### src/rtl/uart_rx_fifo.sv
// UART 8N1 receiver feeding a small show-ahead byte FIFO with sticky line-error flags.
// Define UART_RX_PARITY_EN to receive 8E1 frames and drive parity_err.
module uart_rx_fifo #(
   parameter int CLKS_PER_BIT = 87,
   parameter int FIFO_DEPTH   = 4
) (
   input  logic       clk,
   input  logic       rst,
   input  logic       rx_in,
   input  logic       rd_en,
   input  logic       clr_err,
   output logic [7:0] rd_data,
   output logic       empty,
   output logic       full,
   output logic       overrun,
   output logic       frame_err,
   output logic       parity_err
);

   localparam int CNT_W  = $clog2(CLKS_PER_BIT);
   localparam int PTR_W  = $clog2(FIFO_DEPTH);
   localparam int FCNT_W = PTR_W + 1;
   localparam logic [CNT_W-1:0] HALF = CNT_W'(CLKS_PER_BIT / 2);
   localparam logic [CNT_W-1:0] LAST = CNT_W'(CLKS_PER_BIT - 1);

   typedef enum logic [2:0] {
      IDLE,
      START,
      DATA,
`ifdef UART_RX_PARITY_EN
      PARITY,
`endif
      STOP,
      BREAK
   } state_t;

   state_t             state, state_nx;
   logic               rx_s1, rxs;
   logic [CNT_W-1:0]   cyc_cnt;
   logic [2:0]         bit_cnt;
   logic [7:0]         shift_reg;
   logic               cnt_clr, bit_clr, shift_en, push_req, frame_evt, parity_evt;

   logic [7:0]         mem [FIFO_DEPTH];
   logic [PTR_W-1:0]   wr_ptr, rd_ptr, rd_ptr_nx;
   logic [FCNT_W-1:0]  count;
   logic               do_pop, do_push, overrun_evt;

   // Receiver control: next state and per-cycle strobes
   always_comb begin
      state_nx   = state;
      cnt_clr    = 1'b0;
      bit_clr    = 1'b0;
      shift_en   = 1'b0;
      push_req   = 1'b0;
      frame_evt  = 1'b0;
      parity_evt = 1'b0;
      case (state)
         IDLE: begin
            if (!rxs) begin
               state_nx = START;
               cnt_clr  = 1'b1;
               bit_clr  = 1'b1;
            end
         end
         START: begin
            if (cyc_cnt == HALF) begin
               cnt_clr  = 1'b1;
               state_nx = rxs ? IDLE : DATA;
            end
         end
         DATA: begin
            if (cyc_cnt == LAST) begin
               cnt_clr  = 1'b1;
               shift_en = 1'b1;
               if (bit_cnt == 3'd7) begin
`ifdef UART_RX_PARITY_EN
                  state_nx = PARITY;
`else
                  state_nx = STOP;
`endif
               end
            end
         end
`ifdef UART_RX_PARITY_EN
         PARITY: begin
            if (cyc_cnt == LAST) begin
               cnt_clr    = 1'b1;
               parity_evt = ^{shift_reg, rxs};
               state_nx   = STOP;
            end
         end
`endif
         STOP: begin
            if (cyc_cnt == LAST) begin
               cnt_clr = 1'b1;
               if (rxs) begin
                  push_req = 1'b1;
                  state_nx = IDLE;
               end else begin
                  frame_evt = 1'b1;
                  state_nx  = BREAK;
               end
            end
         end
         BREAK: begin
            if (rxs) state_nx = IDLE;
         end
         default: state_nx = IDLE;
      endcase
   end

   assign empty       = (count == '0);
   assign full        = (count == FCNT_W'(FIFO_DEPTH));
   assign do_pop      = rd_en & ~empty;
   assign do_push     = push_req & (~full | do_pop);
   assign overrun_evt = push_req & full & ~do_pop;
   assign rd_ptr_nx   = rd_ptr + PTR_W'(1);

   always_ff @(posedge clk) begin
      if (rst) begin
         state     <= IDLE;
         rx_s1     <= 1'b1;
         rxs       <= 1'b1;
         cyc_cnt   <= '0;
         bit_cnt   <= '0;
         wr_ptr    <= '0;
         rd_ptr    <= '0;
         count     <= '0;
         rd_data   <= '0;
         overrun   <= 1'b0;
         frame_err <= 1'b0;
      end else begin
         state   <= state_nx;
         rx_s1   <= rx_in;
         rxs     <= rx_s1;
         cyc_cnt <= cnt_clr ? '0 : cyc_cnt + CNT_W'(1);
         if (bit_clr)       bit_cnt <= '0;
         else if (shift_en) bit_cnt <= bit_cnt + 3'd1;

         if (do_push) wr_ptr <= wr_ptr + PTR_W'(1);
         if (do_pop)  rd_ptr <= rd_ptr_nx;
         case ({do_push, do_pop})
            2'b10:   count <= count + FCNT_W'(1);
            2'b01:   count <= count - FCNT_W'(1);
            default: count <= count;
         endcase

         // Show-ahead head register: an incoming byte lands here when it becomes the head
         if (do_pop) begin
            if (count > FCNT_W'(1)) rd_data <= mem[rd_ptr_nx];
            else if (do_push)       rd_data <= shift_reg;
         end else if (do_push && empty) begin
            rd_data <= shift_reg;
         end

         overrun   <= (overrun & ~clr_err) | overrun_evt;
         frame_err <= (frame_err & ~clr_err) | frame_evt;
      end
   end

   always_ff @(posedge clk) begin
      if (shift_en) shift_reg <= {rxs, shift_reg[7:1]};
      if (do_push)  mem[wr_ptr] <= shift_reg;
   end

`ifdef UART_RX_PARITY_EN
   logic parity_err_q;
   always_ff @(posedge clk) begin
      if (rst) parity_err_q <= 1'b0;
      else     parity_err_q <= (parity_err_q & ~clr_err) | parity_evt;
   end
   assign parity_err = parity_err_q;
`else
   assign parity_err = 1'b0;
`endif

endmodule
### config.mk
export PLATFORM = sky130hd
export DESIGN_NAME = uart_rx_fifo
export DESIGN_NICKNAME = d
export VERILOG_FILES = /design/src/rtl/uart_rx_fifo.sv
export SDC_FILE = /design/constraint.sdc
export NUM_CORES = 1
export LEC_CHECK = 0
export BUFFER_PORTS_ARGS = -buffer_cell sky130_fd_sc_hd__buf_2
export CAP_MARGIN = 10
export CORE_MARGIN = 2
export CORE_UTILIZATION = 63
export CTS_BUF_LIST = sky130_fd_sc_hd__clkbuf_8
export CTS_CLUSTER_DIAMETER = 50
export CTS_CLUSTER_SIZE = 12
export DETAILED_ROUTE_END_ITERATION = 6
export PLACE_DENSITY = 0.79
export SLEW_MARGIN = 20
export SYNTH_ARGS = -nofsm -noshare
export SYNTH_HDL_FRONTEND = slang
export SYNTH_SLANG_ARGS = --single-unit
### constraint.sdc
create_clock -name clk -period 2.8 [get_ports clk]
set_input_delay 0.56 -clock clk [delete_from_list [all_inputs] [get_ports clk]]
set_output_delay 0.56 -clock clk [all_outputs]
set_load 0.005 [all_outputs]
==> impl_metrics.py, run 1 <==
metrics = {
    "status": {
        "run_status": "completed",
    },
    "floorplan": {
        "placement_rows": 25,
        "die-height_um": 75.1,
        "fp.coreArea_um2": 4790,
        "ios": 18,
        "total_die_area_um2": 5640,
        "start_util_pct": 66.5,
        "die_width_um": 75.1,
    },
    "routing": {
        "avgViaCountPerCell": 6.00,
        "number_of_drc_violations_after_detailed_routing": 0,
        "postRouteWirelength_um": 5580,
        "route.antenna.remaining_nets": 0,
        "detail_route.wl_per_cell_um": 16.5,
        "drtIter0Drc": 159,
        "routed-via-count": 2022,
        "detail_route.first_pass.iterations": 5,
    },
    "critical_path": {
        "critPathMaxFanout": 8,
        "crit_path_max_incr_delay_ps": 400,
        "ordered_cell_list_for_the_critical_path": "inv_1 > ha_1 > and3b_1 > nor4_2 > buf_4 > and2_1",
        "worst_path_max_delay_cell": "dfxtp_1",
        "worstSetupStartpointType": "flop",
        "worst-endpoint-arrival_ps": 2130,
        "critical_path.endpoint_type": "flop",
        "crit_required_ps": 2810,
        "critical_path_class": "reg -> reg",
    },
    "yosys": {
        "netlist_area_um2": 3180,
        "postSynth.asyncResetShare_pct": 0,
        "synth.ff_latch_count": 72,
        "syn-mean-instance-area_um2": 12.8,
        "yosys_warnings": 0,
        "synth_unique_cells": 49,
        "syn-num-nets": 266,
        "synth_top_area_share_pct": 37.7,
        "post_synth_inst_count": 249,
        "synth_flop_cell": "edfxtp_1",
        "synth.largest_area_cell": "edfxtp_1",
        "seq_area_frac_synth_pct": 57.8,
        "synth_area_leaders": "edfxtp_1 (38%), dfxtp_1 (20%), mux4_2 (5.7%)",
        "synth-edff-count": 40,
    },
    "timing": {
        "timing.final.hold_violations": 0,
        "finClkSkew_ps": 5.61,
        "worst_slew_margin_rel_pct": 61.5,
        "finalCriticalPeriod_ps": 2120,
        "setup-tns-final_ps": 0,
        "achievable-frequency_mhz": 472,
        "setup_viol": 0,
        "final_max_slew_viol_count": 0,
        "final.period_utilization_pct": 75.7,
        "final.hold.worst_slack_ps": 395,
        "rsz_0062_raised_after_global_routing": "no",
        "worst_max_slew_pin_slew_ps": 574,
    },
    "global_route": {
        "globalRouteTotalUtil_pct": 22.5,
        "globalRoute.totalOverflow": 0,
        "antenna_found_initial": 0,
        "number_of_global_route_vias_before_repair": 1893,
        "largest_net_degree_at_the_start_of_global_routing": 27,
        "grt_pass1_wl_um": 9140,
    },
    "cts": {
        "cts.path.max_buffers": 2,
        "path_clk_slew_ps": 70,
        "post-cts-setup-buffer-count": 0,
        "cts-hold-fix-buffers": 0,
        "post_cts_resized": 0,
        "htree_num_levels": 3,
        "tritoncts_clock_tree": "built",
        "cts_inserted_buffers": 9,
        "clock-root-buffer": "clkbuf_8",
        "worst_skew_pair.late_latency_ps": 340,
        "clkSinkCount": 72,
    },
    "final_layout": {
        "post_route_cells_drive_above_1_share_pct": 19.3,
        "post-route-util_pct": 73.9,
        "fin_nets": 282,
        "areaGrowthSynthToFinish_pct": 11.0,
        "antenna_cells": 0,
        "largest_reg_flops": 32,
    },
    "worst_hold_path": {
        "holdCritPathClass": "in -> reg",
    },
    "placement": {
        "finalWeightedCongestion": 0.787,
        "portBuffers": 16,
        "placed_wire_length_estimate_after_detailed_placement_um": 3870,
    },
    "pwr": {
        "vdd_ir_drop_max_mv": 0.455,
        "pwr_density_cell_nw_per_um2": 782,
        "p_leak_nw": 1.24,
    },
    "job": {
        "maxCapViolCount": 0,
    },
}
==> cells in the final DEF, fill, tap and decap left out, types with 2 or more instances in the layout <==
cell type   instances
xnor2_1             4
nand2b_1            2
ha_1               12
edfxtp_1           40
nand4_1             5
buf_4               2
a21oi_1             5
nand3_1            18
dfxtp_1            32
clkinvlp_4          2
or2_2               2
bufinv_16           3
and3_1              2
mux2_2              2
clkinv_1            2
o21ai_0             8
nor3_1              2
buf_2              16
inv_1              10
mux4_2              8
nand2_1             7
a211oi_1           10
clkbuf_8            9
mux2i_1             3
nor2_1             22
xor2_1              5
and2_1              6
a21o_1              2
a311oi_1            9
==> power breakdown <==
group	total (mW)	leakage, nW	internal (mW)	switching (mW)
sequential	1.25	0.620	1.17	0.0772
clock	0.961	0.114	0.585	0.376
combinational	0.553	0.505	0.258	0.295
==> final timing paths <==
path / start / to / slack, ps / cells after the start
max reg2reg: count[0] / mem[1][3] / 680 / 6
max: count[0] / mem[1][3] / 680 / 6
min: rx_in / rx_s1 / 390 / 2
min reg2reg: rx_s1 / rxs / 420 / 1
==> synth_stat cells (all sizes together) (7+ instances only) <==
cell and number:
buf 7, dfxtp 32, nand3 18, a211oi 10, o21ai 8, inv 9, nand2 7, edfxtp 40
ha 12, nor2 22, mux4 8, a311oi 9
==> worst max-delay path, delay by kind of cell (launching register included) <==
family | cells | cell delay (ps)
DFF | 1 | 400
and+or+nand+nor | 3 | 810
adders and majority gates | 1 | 290
buffers and inverters | 2 | 280
==> metrics by stage <==
stage / setup WS [ps] / power, mW / instance area (um2) / std cells
after floorplan: 799 / 1.67 / 3180 / 249
final: 681 / 2.76 / 3530 / 337
after detailed placement: 442 / 1.82 / 3300 / 321
after CTS: 647 / 2.78 / 3530 / 337
after global placement: 540 / 1.80 / 3300 / 321
after global routing: 459 / 2.89 / 3530 / 337
==> cells by family after synthesis <==
| group | Yosys count | share of synthesized area (%) |
|---|---|---|
| other | 1 | 0.118 |
| muxes | 13 | 7.31 |
| DFF | 72 | 57.8 |
| and+or+nand+nor | 76 | 13.9 |
| AOI/OAI and AO/OA | 43 | 10.4 |
| adders and majority gates | 12 | 4.72 |
| buffers and inverters | 23 | 3.22 |
| xor gates and xnor gates | 9 | 2.48 |
==> layout make-up <==
class,instances,area (um2)
clock buffers,9,124
clock inverters,7,113
fillers,319,1250
inverters,10,37.5
multi-input cells,154,1240
flip-flops and latches,72,1840
well taps,67,83.8
repair buffers,18,95.1
==> per-layer routing <==
layer / track usage (%) / share of wire [%] / vias up
met3: 6.56 / 4.3 / 13
met1: 32.0 / 49 / 998
met2: 32.0 / 44 / 46
met5: 0 / 0 / -
met4: 10.9 / 2.0 / 0
li1: - / - / 965
Note: power is estimated with default switching activity, not from simulation.
==> run 2: changes to the inputs <==
==> constraint.sdc (replaced) <==
create_clock -name clk -period 2.2 [get_ports clk]
set_input_delay 0.44 -clock clk [delete_from_list [all_inputs] [get_ports clk]]
set_output_delay 0.44 -clock clk [all_outputs]
set_load 0.005 [all_outputs]
==> impl_metrics.py, run 2 (synthesized netlist as in run 1, its figures left out) <==
metrics = {
    "timing": {
        "finalCriticalPeriod_ps": 2000,
        "rsz_0062_raised_after_global_routing": "no",
        "worst_max_slew_pin_slew_ps": 535,
        "setup_viol": 0,
        "setup-tns-final_ps": 0,
        "achievable-frequency_mhz": 499,
        "final_max_slew_viol_count": 0,
        "final.period_utilization_pct": 91.1,
        "timing.final.hold_violations": 0,
        "finClkSkew_ps": 6.55,
        "worst_slew_margin_rel_pct": 64.3,
    },
    "final_layout": {
        "antenna_cells": 0,
        "filler_instances": 327,
        "layout_commonest_cell": "edfxtp_1",
        "postLayoutCellArea_um2": 3550,
        "fin_nets": 286,
        "areaGrowthSynthToFinish_pct": 11.4,
        "post_route_cells_drive_above_1_share_pct": 20.8,
        "layout_common_cells": "edfxtp_1 (40), dfxtp_1 (32), nor2_1 (22)",
        "largest_reg_flops": 32,
    },
    "cts": {
        "cts_inserted_buffers": 9,
        "worst_skew_pair.late_latency_ps": 330,
        "path_clk_slew_ps": 70,
        "post-cts-setup-buffer-count": 0,
        "post_cts_resized": 0,
        "cts-hold-fix-buffers": 0,
        "tritoncts_clock_tree": "built",
        "clock-root-buffer": "clkbuf_8",
        "clkSinkCount": 72,
        "htree_num_levels": 3,
        "cts.path.max_buffers": 2,
    },
    "routing": {
        "uppermost_layer_routed": "met4",
        "routed-via-count": 1954,
        "met3_wirelength_um": 251,
        "number_of_drc_violations_after_detailed_routing": 0,
        "avgViaCountPerCell": 5.73,
        "routed-wl-met2_um": 2250,
        "wl_met1_um": 2640,
        "detail_route.first_pass.iterations": 4,
        "postRouteWirelength_um": 5190,
        "route.antenna.remaining_nets": 0,
        "detail_route.wl_per_cell_um": 15.2,
        "drtIter0Drc": 160,
    },
    "critical_path": {
        "gate_family_responsible_for_the_most_delay_along_the_worst_path": "simple AND/OR/NAND/NOR gates",
        "crit_path_max_incr_delay_ps": 400,
        "critical_path.endpoint_type": "flop",
        "critical_path.n_buffers_inverters": 2,
        "ordered_cell_list_for_the_critical_path": "inv_1 > ha_1 > and3b_1 > nor4_2 > buf_4 > and2_1",
        "crit_required_ps": 2190,
        "worstSetupStartpointType": "flop",
        "critical_path_class": "reg -> reg",
        "critPathMaxFanout": 8,
        "worst_path_max_delay_cell": "dfxtp_1",
        "worst-endpoint-arrival_ps": 2000,
    },
    "floorplan": {
        "start_util_pct": 66.5,
        "fp.coreArea_um2": 4790,
        "die_width_um": 75.1,
        "total_die_area_um2": 5640,
        "placement_rows": 25,
        "die-height_um": 75.1,
        "ios": 18,
    },
    "worst_hold_path": {
        "holdCritPathClass": "in -> reg",
    },
    "job": {
        "maxCapViolCount": 0,
    },
    "placement": {
        "portBuffers": 16,
        "finalWeightedCongestion": 0.816,
        "placedInstanceArea_um2": 3330,
        "placed_wire_length_estimate_after_detailed_placement_um": 3770,
    },
    "pwr": {
        "vdd_ir_drop_max_mv": 0.629,
        "p_leak_nw": 1.24,
        "pwr_density_cell_nw_per_um2": 959,
    },
    "global_route": {
        "largest_net_degree_at_the_start_of_global_routing": 27,
        "number_of_global_route_vias_before_repair": 1717,
        "grt_pass1_wl_um": 8420,
        "antenna_found_initial": 0,
        "globalRouteTotalUtil_pct": 20.4,
        "globalRoute.totalOverflow": 0,
    },
    "status": {
        "run_status": "completed",
    },
}
==> run 2: where the power goes <==
group	switching [mW]	internal, mW	leakage (nW)
Clock	0.473	0.638	0.0995
Combinational	0.363	0.340	0.525
Sequential	0.0961	1.49	0.620
Total	0.932	2.47	1.24
==> run 2: per-layer routing <==
layer / vias to the layer above / GRT usage (%)
met5: - / 0
met4: 0 / 8.33
met3: 4 / 4.82
met2: 48 / 27.6
met1: 927 / 31.7
li1: 975 / -
==> run 2: worst paths after layout <==
check                           depth (start not counted)   endpoint      from  slack (ps)
worst min register to register                          1        rxs     rx_s1         420
worst min-delay path                                    2      rx_s1     rx_in         290
worst max register to register                          6  mem[2][6]  count[0]         200
worst max-delay path                                    6  mem[2][6]  count[0]         200
==> run 2: through the flow <==
step	instances	utilization [%]	worst slack (ps)	hold slack (ps)	total power, mW
floorplan	249	-	199	389	2.13
global placement	325	69.5	280	393	2.31
detailed placement	325	69.5	198	399	2.32
CTS	341	74.1	170	274	3.43
global route	341	74.1	38.7	282	3.58
finish	341	74.1	195	286	3.40
==> run 2: layout make-up <==
class                   count  area (um2)  share of cell area (%)
repair buffers             22         125                    3.53
flip-flops and latches     72        1840                    51.9
multi-input cells         154        1240                    35.0
clock inverters             7        95.1                    2.68
well taps                  67        83.8                    2.36
inverters                  10        37.5                    1.06
clock buffers               9         124                    3.49
==> run 3: changes to the inputs <==
==> constraint.sdc (replaced) <==
create_clock -name clk -period 2.2 [get_ports clk]
set_input_delay 0.66 -clock clk [delete_from_list [all_inputs] [get_ports clk]]
set_output_delay 0.66 -clock clk [all_outputs]
set_load 0.005 [all_outputs]
==> impl_metrics.py, run 3 (synthesized netlist as in run 1, its figures left out) <==
metrics = {
    "worst_hold_path": {
        "timing.hold.worst.start": "rx_s1",
        "holdCritPathClass": "reg -> reg",
    },
    "critical_path": {
        "critical_path_class": "reg -> out",
        "critical_path.n_buffers_inverters": 4,
        "r2r_slack_ps": 120,
        "crit_required_ps": 1540,
        "crit_path_max_incr_delay_ps": 360,
        "critPathMaxFanout": 5,
        "worst_path_max_delay_cell": "dfxtp_2",
        "critical_path.endpoint_type": "output port",
        "ordered_cell_list_for_the_critical_path": "inv_1 > ha_1 > buf_4 > nand2b_2 > inv_1 > buf_2",
        "worst_path_most_repeated_cell": "inv_1",
        "setup.worst_path.start": "count[1]",
        "gate_family_responsible_for_the_most_delay_along_the_worst_path": "buffers and inverters",
        "timing.rr.start": "count[1]",
        "worst-endpoint-arrival_ps": 1440,
        "worstSetupStartpointType": "flop",
    },
    "pwr": {
        "power.sequential.fraction_pct": 46.4,
        "power_report.internal_total_mw": 2.48,
        "netSwitchingPower_mw": 0.955,
        "clock_power_share_pct": 32.9,
        "pwr_density_cell_nw_per_um2": 963,
        "p_leak_nw": 1.26,
        "vdd_ir_drop_max_mv": 0.509,
        "comb_power_share_pct": 20.6,
        "power.switching_fraction_pct": 27.8,
        "totalPowerFinal_mw": 3.43,
    },
    "routing": {
        "avgViaCountPerCell": 5.90,
        "detail_route.first_pass.iterations": 4,
        "route.antenna.remaining_nets": 0,
        "routed-via-count": 2017,
        "detail_route.wl_per_cell_um": 16.7,
        "drtIter0Drc": 158,
        "number_of_drc_violations_after_detailed_routing": 0,
        "postRouteWirelength_um": 5700,
    },
    "timing": {
        "setup_viol": 0,
        "worst_max_slew_pin_slew_ps": 582,
        "worst_slew_margin_rel_pct": 61.0,
        "finalCriticalPeriod_ps": 2100,
        "final.period_utilization_pct": 95.6,
        "achievable-frequency_mhz": 475,
        "finClkSkew_ps": 9.67,
        "setup-tns-final_ps": 0,
        "final.hold.worst_slack_ps": 433,
        "timing.final.hold_violations": 0,
        "rsz_0062_raised_after_global_routing": "no",
        "final_max_slew_viol_count": 0,
    },
    "final_layout": {
        "antenna_cells": 0,
        "postLayoutCellArea_um2": 3560,
        "post_route_cells_drive_above_1_share_pct": 22.9,
        "fin_nets": 287,
        "areaGrowthSynthToFinish_pct": 11.9,
        "post-route-util_pct": 74.5,
        "layout_commonest_cell": "edfxtp_1",
        "layout_common_cells": "edfxtp_1 (40), dfxtp_1 (30), nor2_1 (22)",
        "largest_reg_flops": 32,
    },
    "floorplan": {
        "die-height_um": 75.1,
        "die_width_um": 75.1,
        "total_die_area_um2": 5640,
        "placement_rows": 25,
        "ios": 18,
        "start_util_pct": 66.5,
        "fp.coreArea_um2": 4790,
    },
    "cts": {
        "post-cts-setup-buffer-count": 0,
        "cts_inserted_buffers": 9,
        "worst_skew_pair.late_latency_ps": 350,
        "clkSinkCount": 72,
        "cts.path.max_buffers": 2,
        "tritoncts_clock_tree": "built",
        "clock-root-buffer": "clkbuf_8",
        "htree_num_levels": 3,
        "path_clk_slew_ps": 70,
    },
    "global_route": {
        "grt_pass1_wl_um": 9370,
        "number_of_global_route_vias_before_repair": 1916,
        "globalRouteTotalUtil_pct": 23.3,
        "largest_net_degree_at_the_start_of_global_routing": 19,
        "globalRoute.totalOverflow": 0,
        "antenna_found_initial": 0,
    },
    "placement": {
        "finalWeightedCongestion": 0.809,
        "placed_wire_length_estimate_after_detailed_placement_um": 4080,
        "placedInstanceArea_um2": 3340,
        "portBuffers": 16,
    },
    "job": {
        "maxCapViolCount": 0,
    },
    "status": {
        "run_status": "completed",
    },
}
==> run 3: what timing repair did <==
item | CTS | global route
gates resized for setup | 0 | 6
hold buffers | 0 | 0
setup endpoints to repair | 0 | 34
==> run 3: worst reg2reg max path, stage by stage (launching register included) <==
cell	delay, ps
dfxtp_2	360
inv_1	90
ha_1	200
and3b_1	200
nor4_2	480
and2_1	430
==> run 3: metrics by stage <==
stage,instances,worst slack [ps]
floorplan,249,199
global placement,326,40.2
detailed placement,326,-34.7
CTS,342,1.30
global route,342,11.7
finish,342,96.7
==> run 3: final timing paths <==
check / to / cells past startpoint
worst min register to register: rxs / 1
worst max register to register: mem[1][1] / 5
worst min-delay path: rxs / 1
worst max-delay path: empty / 6
==> run 3: layer usage <==
metal	wire (um)	global-route usage [%]
met5	0	0
met4	139	11.5
met3	379	8.30
met2	2530	32.4
met1	2650	32.6
==> run 3: cell type report <==
cell class                 instances  area [um2]
sequential                        72        1850
multi-input combinational        154        1240
fill                             317        1220
timing repair buffer              23         133
clock buffer                       9         124
clock inverter                     7        96.3
tap                               67        83.8
inverter                          10        37.5
==> run 3: power groups by stage <==
stage	logic (mW)	clock network (mW)	registers, mW
after floorplan	0.554	0	1.57
after global placement	0.701	0	1.62
after detailed placement	0.709	0	1.62
after CTS	0.711	1.16	1.59
after global routing	0.793	1.21	1.61
final	0.708	1.13	1.59
